<file path="src/rtl/bidir_bus_pkg.sv">
// Shared types and constants for the half-duplex bus controller and its timer.
// The counter width helper sizes one timer to cover both the turnaround and timeout counts.
package bidir_bus_pkg;

    typedef enum logic [1:0] {
        IDLE = 2'd0,
        TURN = 2'd1,
        XFER = 2'd2,
        DONE = 2'd3
    } state_e;

    localparam logic DIR_READ  = 1'b0;
    localparam logic DIR_WRITE = 1'b1;

    // Bits needed to hold values 0..max_val, never less than one.
    function automatic int unsigned cnt_width(input int unsigned max_val);
        return (max_val < 2) ? 1 : $clog2(max_val + 1);
    endfunction

endpackage

</file>
<file path="src/rtl/bidir_bus_timer.sv">
// Loadable up/down counter with zero and limit flags.
// Counts down for the turnaround gap and up for the ack wait.
module bidir_bus_timer #(
    parameter int unsigned CW = 8
) (
    input  logic          clk,
    input  logic          rst_n,
    input  logic          i_load,
    input  logic [CW-1:0] i_load_val,
    input  logic          i_en,
    input  logic          i_up,
    input  logic [CW-1:0] i_limit,
    output logic          o_zero,
    output logic          o_at_limit
);

    logic [CW-1:0] r_count;

    always_ff @(posedge clk or negedge rst_n) begin
        if (!rst_n) begin
            r_count <= '0;
        end else if (i_load) begin
            r_count <= i_load_val;
        end else if (i_en) begin
            r_count <= i_up ? (r_count + 1'b1) : (r_count - 1'b1);
        end
    end

    assign o_zero     = (r_count == '0);
    assign o_at_limit = (r_count == i_limit);

endmodule

</file>
<file path="src/rtl/bidir_bus_ctrl.sv">
// Sequencer for a shared half-duplex bus: single-word writes and reads with a strobe/ack
// handshake, turnaround gaps on direction change and an ack timeout. All outputs registered.
module bidir_bus_ctrl
    import bidir_bus_pkg::*;
#(
    parameter int unsigned WIDTH       = 8,
    parameter int unsigned TURN_CYCLES = 2,
    parameter int unsigned TIMEOUT     = 255
) (
    input  logic             clk,
    input  logic             rst_n,
    // Request channel: a request transfers on a rising edge where i_req_valid and o_req_ready
    // are both 1; i_req_write/i_req_data must be stable while i_req_valid is high.
    input  logic             i_req_valid,
    input  logic             i_req_write,
    input  logic [WIDTH-1:0] i_req_data,
    output logic             o_req_ready,
    output logic             o_rsp_valid,
    output logic [WIDTH-1:0] o_rsp_data,
    output logic             o_rsp_err,
    output logic             o_bus_dir,
    output logic [WIDTH-1:0] o_bus_out,
    input  logic [WIDTH-1:0] i_bus_in,
    output logic             o_bus_stb,
    input  logic             i_bus_ack,
    output state_e           o_dbg_state
);

    localparam int unsigned CW = cnt_width((TURN_CYCLES > TIMEOUT) ? TURN_CYCLES : TIMEOUT);
    localparam logic [CW-1:0] TURN_LOAD = CW'(TURN_CYCLES - 1);
    localparam logic [CW-1:0] TO_LIMIT  = CW'(TIMEOUT - 1);

    state_e           r_state, w_next;
    logic             r_write, r_last_dir;
    logic [WIDTH-1:0] r_data;
    logic             r_req_ready, r_rsp_valid, r_rsp_err, r_bus_dir, r_bus_stb;
    logic [WIDTH-1:0] r_rsp_data, r_bus_out;

    logic             w_accept, w_timeout, w_last_dir_n, w_write_n, w_drive_n;
    logic [WIDTH-1:0] w_data_n;
    logic             w_tmr_load, w_tmr_en, w_tmr_up, w_tmr_zero, w_tmr_limit;
    logic [CW-1:0]    w_tmr_load_val;

    bidir_bus_timer #(.CW(CW)) u_timer (
        .clk        (clk),
        .rst_n      (rst_n),
        .i_load     (w_tmr_load),
        .i_load_val (w_tmr_load_val),
        .i_en       (w_tmr_en),
        .i_up       (w_tmr_up),
        .i_limit    (TO_LIMIT),
        .o_zero     (w_tmr_zero),
        .o_at_limit (w_tmr_limit)
    );

    assign w_accept  = i_req_valid & r_req_ready;
    assign w_write_n = w_accept ? i_req_write : r_write;
    assign w_data_n  = w_accept ? i_req_data  : r_data;

    always_comb begin
        w_next         = r_state;
        w_tmr_load     = 1'b0;
        w_tmr_load_val = '0;
        w_tmr_en       = 1'b0;
        w_tmr_up       = 1'b0;
        w_timeout      = 1'b0;
        w_last_dir_n   = r_last_dir;
        case (r_state)
            IDLE: begin
                if (w_accept) begin
                    w_tmr_load = 1'b1;
                    if (i_req_write != r_last_dir) begin
                        w_next         = TURN;
                        w_tmr_load_val = TURN_LOAD;
                    end else begin
                        w_next = XFER;
                    end
                end
            end
            TURN: begin
                // Leaving TURN loads 0 so the ack wait starts from a clean count.
                if (w_tmr_zero) begin
                    w_next       = XFER;
                    w_tmr_load   = 1'b1;
                    w_last_dir_n = r_write;
                end else begin
                    w_tmr_en = 1'b1;
                end
            end
            XFER: begin
                if (i_bus_ack) begin
                    w_next = DONE;
                end else if (w_tmr_limit) begin
                    w_next    = DONE;
                    w_timeout = 1'b1;
                end else begin
                    w_tmr_en = 1'b1;
                    w_tmr_up = 1'b1;
                end
            end
            DONE:    w_next = IDLE;
            default: w_next = IDLE;
        endcase
    end

    // A write keeps driving through DONE as a hold cycle; IDLE and TURN always release the bus.
    always_comb begin
        w_drive_n = 1'b0;
        if (w_next == XFER) begin
            w_drive_n = w_write_n;
        end else if (w_next == DONE) begin
            w_drive_n = (w_last_dir_n == DIR_WRITE);
        end
    end

    always_ff @(posedge clk or negedge rst_n) begin
        if (!rst_n) begin
            r_state     <= IDLE;
            r_write     <= DIR_READ;
            r_data      <= '0;
            r_last_dir  <= DIR_READ;
            r_req_ready <= 1'b0;
            r_rsp_valid <= 1'b0;
            r_rsp_err   <= 1'b0;
            r_rsp_data  <= '0;
            r_bus_dir   <= 1'b0;
            r_bus_stb   <= 1'b0;
            r_bus_out   <= '0;
        end else begin
            r_state <= w_next;
            if (w_accept) begin
                r_write <= i_req_write;
                r_data  <= i_req_data;
            end
            r_last_dir  <= w_last_dir_n;
            r_req_ready <= (w_next == IDLE);
            r_rsp_valid <= (w_next == DONE);
            r_rsp_err   <= w_timeout;
            r_bus_dir   <= w_drive_n;
            r_bus_stb   <= (w_next == XFER);
            r_bus_out   <= w_drive_n ? w_data_n : '0;
            if ((r_state == XFER) && i_bus_ack && !r_write) begin
                r_rsp_data <= i_bus_in;
            end
        end
    end

    assign o_req_ready = r_req_ready;
    assign o_rsp_valid = r_rsp_valid;
    assign o_rsp_err   = r_rsp_err;
    assign o_rsp_data  = r_rsp_data;
    assign o_bus_dir   = r_bus_dir;
    assign o_bus_stb   = r_bus_stb;
    assign o_bus_out   = r_bus_out;
    assign o_dbg_state = r_state;

endmodule

</file>
<file path="config.mk">
export PLATFORM = sky130hd
export DESIGN_NAME = bidir_bus_ctrl
export DESIGN_NICKNAME = d
export VERILOG_FILES = /design/src/rtl/bidir_bus_pkg.sv /design/src/rtl/bidir_bus_timer.sv /design/src/rtl/bidir_bus_ctrl.sv
export SDC_FILE = /design/constraint.sdc
export NUM_CORES = 1
export LEC_CHECK = 0
export ABC_AREA = 1
export ABC_CLOCK_PERIOD_IN_PS = 2800
export BUFFER_PORTS_ARGS = -buffer_cell sky130_fd_sc_hd__buf_4
export CAP_MARGIN = 5
export CORE_MARGIN = 5
export CORE_UTILIZATION = 54
export CTS_CLUSTER_SIZE = 28
export DETAILED_ROUTE_END_ITERATION = 10
export GPL_TIMING_DRIVEN = 0
export PLACE_DENSITY = 0.84
export SLEW_MARGIN = 20
export SYNTH_ARGS = -nofsm -noshare
export SYNTH_HDL_FRONTEND = slang
export SYNTH_SLANG_ARGS = --single-unit
</file>
<file path="constraint.sdc">
create_clock -name clk -period 2.8 [get_ports clk]
set_input_delay 0.28 -clock clk [delete_from_list [all_inputs] [get_ports clk]]
set_output_delay 0.28 -clock clk [all_outputs]
set_load 0.01 [all_outputs]
</file>
==> impl_metrics.env <==
export IMPL_grt_pass1_vias=1674
export IMPL_grt_start_max_net_pins=42
export IMPL_status="finished clean"
export IMPL_cts_setup_buffers=0
export IMPL_holdPathEnd="o_rsp_data[7]"
export IMPL_fp_dieW_um=72.15
export IMPL_dp_cells=323
export IMPL_clkLatencyLatePin_ns=0.30
export IMPL_synthMuxAreaShare_pct=4.319
export IMPL_synth_most_common_cell="nand2_1"
export IMPL_initial_core_util_pct=56.55
export IMPL_arrival_ns=2.65
export IMPL_dr_pass1_iters=4
export IMPL_area_delta_synth_final_pct=23.16
export IMPL_n_antenna_cell=0
export IMPL_setup_ws_ns=0.3338
export IMPL_hold_class="in -> reg"
export IMPL_synthFlopType="dfrtp_1"
export IMPL_yosysSeqAreaShare_pct=49.19
export IMPL_yosys_area_top_type="dfrtp_1"
export IMPL_pwr_share_clk_pct=12.9
export IMPL_synth_distinct_cells=24
export IMPL_fmax_mhz=405.5
export IMPL_fin_crit_sh_pct=88.08
export IMPL_nets=314
export IMPL_multi_input_area_um2=882.1
export IMPL_final_util_pct=69.64
export IMPL_rr_startpoint="o_dbg_state[0]"
export IMPL_p_switching_mw=1.337
export IMPL_combPwrFrac_pct=55.0
export IMPL_vias=1656
export IMPL_cp_data_required_time_ns=2.99
export IMPL_syn_inst=232
export IMPL_swShare_pct=43.22
export IMPL_port_buffer_count=43
export IMPL_grt_antenna_before_repair=0
export IMPL_yosys_area_share_simple_pct=18.60
export IMPL_drc=0
export IMPL_r2r_end="u_timer.r_count[7]"
export IMPL_finalMaxSlewViolations=0
export IMPL_place_gp_congestion=0.8838
export IMPL_ios=44
export IMPL_cts_tree="done"
export IMPL_dpl_hpwl_mm=3.257
export IMPL_synth_top_family_by_area="simple AND/OR/NAND/NOR gates"
export IMPL_die_area_mm2=0.005206
export IMPL_avgRoutedWirePerCell_um=13.11
export IMPL_r2r_setup_slack_ns=0.33
export IMPL_pre_cts_ws_ns=0.3776
export IMPL_endpoint_kind="flip-flop"
export IMPL_die_h_um=72.15
export IMPL_via_per_inst=5.003
export IMPL_synthArstFlopShare_pct=100.0
export IMPL_critPathMaxFanout=10
export IMPL_synth_area_leaders="dfrtp_1, nand2_1, inv_1, ha_1, mux2_2"
export IMPL_hold_start="i_bus_in[7]"
export IMPL_row_count=22
export IMPL_rsz0062_at_grt="false"
export IMPL_grt_use_total_pct=18.70
export IMPL_maxCapViolCount=0
export IMPL_routed_wl_mm=4.341
export IMPL_p_int_mw=1.756
export IMPL_grt_pass1_wl_mm=7.472
export IMPL_crit_slowest_cell="dfrtp_1"
export IMPL_cts_buffers=5
export IMPL_cts_max_level=2
export IMPL_coreArea_mm2=0.003689
export IMPL_critPathLaunchType="flip-flop"
export IMPL_clk_pin_slew_ns=0.08
export IMPL_synth_compound_area_share_pct=9.658
export IMPL_cts_max_path_buffers=2
export IMPL_finalClockSkew_ns=0.005677
export IMPL_p_seq_share_pct=32.1
export IMPL_fill_cells=306
export IMPL_peakVddDrop_mv=0.6826
export IMPL_max_stage_delay_ns=0.41
export IMPL_synthAdderAreaFrac_pct=6.359
export IMPL_cts_sinks=41
export IMPL_finalSetupViolations=0
export IMPL_crit_chain="inv_1, ha_1, nand3_4, ha_1, a21oi_1, nand2_1, a21oi_1, nor2_1, nor2_1, nand2_1, nand3_1, o21ai_0"
export IMPL_dpl_cell_area_mm2=0.002469
export IMPL_maxSlewHeadroom_pct=66.06
export IMPL_tightest_slew_ns=0.5092
export IMPL_layout_drive_gt1_share_pct=24.38
export IMPL_ant_nets=0
export IMPL_fin_cells=331
export IMPL_worst_r2r_cell_count=12
export IMPL_gr_total_overflow=0
export IMPL_ys_ff_latch=41
export IMPL_power_density_mw_per_mm2=1204
export IMPL_leakage_nw=1.389
export IMPL_fin_area_mm2=0.002569
export IMPL_synth_commonest_cells="nand2_1, inv_1, dfrtp_1"
export IMPL_finalHoldViolCount=0
export IMPL_crit_type="reg -> reg"
export IMPL_seq_area_mm2=0.001026
export IMPL_setup_tns_ns=0
export IMPL_cts_root_buf="clkbuf_8"
export IMPL_syn_area_per_cell_um2=8.990
export IMPL_syn_area_mm2=0.002086
export IMPL_synth_edf_count=0
export IMPL_post_route_min_period_ns=2.466
export IMPL_yosys_area_top_type_share_pct=49.19
export IMPL_yosys_warnings=0
export IMPL_synth_xor_area_share_pct=3.359
export IMPL_syn_nets=263
export IMPL_drtIter0Drc=89
export IMPL_hold_depth=2
critical path: cells and delay by family (launching register included):
kind | cells | cell delay, ns
buf+inv | 1 | 0.17
flops | 1 | 0.41
fa+ha+maj | 2 | 0.71
compound gates | 3 | 0.50
simple gates | 6 | 0.56
cell usage in the layout, fill, tap and decap left out:
cell           count
nand3_1           10
o21bai_1           1
ha_1               9
nand2_2            2
clkbuf_8           6
dfrtp_1           41
fa_1               1
buf_4             43
inv_1             45
a21oi_1           13
buf_2              1
dlygate4sd3_1      1
nand4_1            1
a31oi_1            1
mux2_2             8
clkbuf_1           1
nand3_4            2
xnor2_1            1
nor2_1            13
nor2_2             3
xor2_1             7
o21ai_0           15
nand3b_2           1
a21oi_4            1
nand4_4            1
clkinvlp_4         1
nand2_1           49
o22ai_1            5
metal layers:
metal / vias up / GRT usage [%] / share of wire, %
li1: 832 / - / -
met1: 786 / 22.09 / 41
met2: 32 / 31.34 / 52
met3: 6 / 5.956 / 5.2
met4: 0 / 7.724 / 1.8
met5: - / 0 / 0
registers in the layout, indices dropped and copies added, names as in the netlist, 2 cells and up:
name	count
o_rsp_data	8
o_dbg_state	2
u_timer.r_count	8
o_bus_out	8
r_data	8
per-stage QoR:
| stage | total power, mW | hold WS, ns |
|---|---|---|
| global route | 3.404 | 0.1923 |
| finish | 3.092 | 0.2070 |
| floorplan | 2.195 | -0.01559 |
| detailed placement | 2.716 | 0.2892 |
| global placement | 2.629 | 0.2866 |
| CTS | 3.123 | 0.2004 |
kinds of logic (layout without fill, tap and decap cells):
kind of cell,count (synthesis),count (layout)
adders and majority gates,10,10
AOI/OAI and AO/OA,36,36
muxes,8,8
buffers and inverters,47,98
xor gates and xnor gates,8,8
DFF,41,41
and+or+nand+nor,82,82
cell type report:
| cell class | instances | area share [%] |
|---|---|---|
| buffer | 2 | 0.3410 |
| clock buffer | 6 | 3.215 |
| clock inverter | 1 | 0.2923 |
| inverter | 45 | 6.576 |
| multi-input combinational | 144 | 34.34 |
| sequential | 41 | 39.94 |
| tap | 48 | 2.338 |
| timing repair buffer | 44 | 12.96 |
worst max path at each step:
| stage | slack [ns] | to | from |
|---|---|---|---|
| after floorplan | 0.61 | u_timer.r_count[7] | o_dbg_state[0] |
| after global placement | 0.42 | u_timer.r_count[7] | o_dbg_state[0] |
| after detailed placement | 0.38 | u_timer.r_count[7] | o_dbg_state[0] |
| after CTS | 0.34 | u_timer.r_count[7] | o_dbg_state[0] |
| after global routing | 0.06 | u_timer.r_count[7] | o_dbg_state[0] |
| final | 0.33 | u_timer.r_count[7] | o_dbg_state[0] |
repair_timing:
item                                   in CTS  in global routing
resized for setup                           0                  0
hold buffers                                1                  0
endpoints found under the hold margin      41                  0
power groups by stage:
stage	sequential (mW)	combinational, mW	clock (mW)
2_1_floorplan	1.04	1.15	0
3_3_place_gp	0.990	1.64	0
3_5_place_dp	1.00	1.71	0
4_1_cts	0.993	1.72	0.408
5_1_grt	1.02	1.94	0.444
6_report	0.992	1.70	0.400
Power figures use the tool's default switching activity.
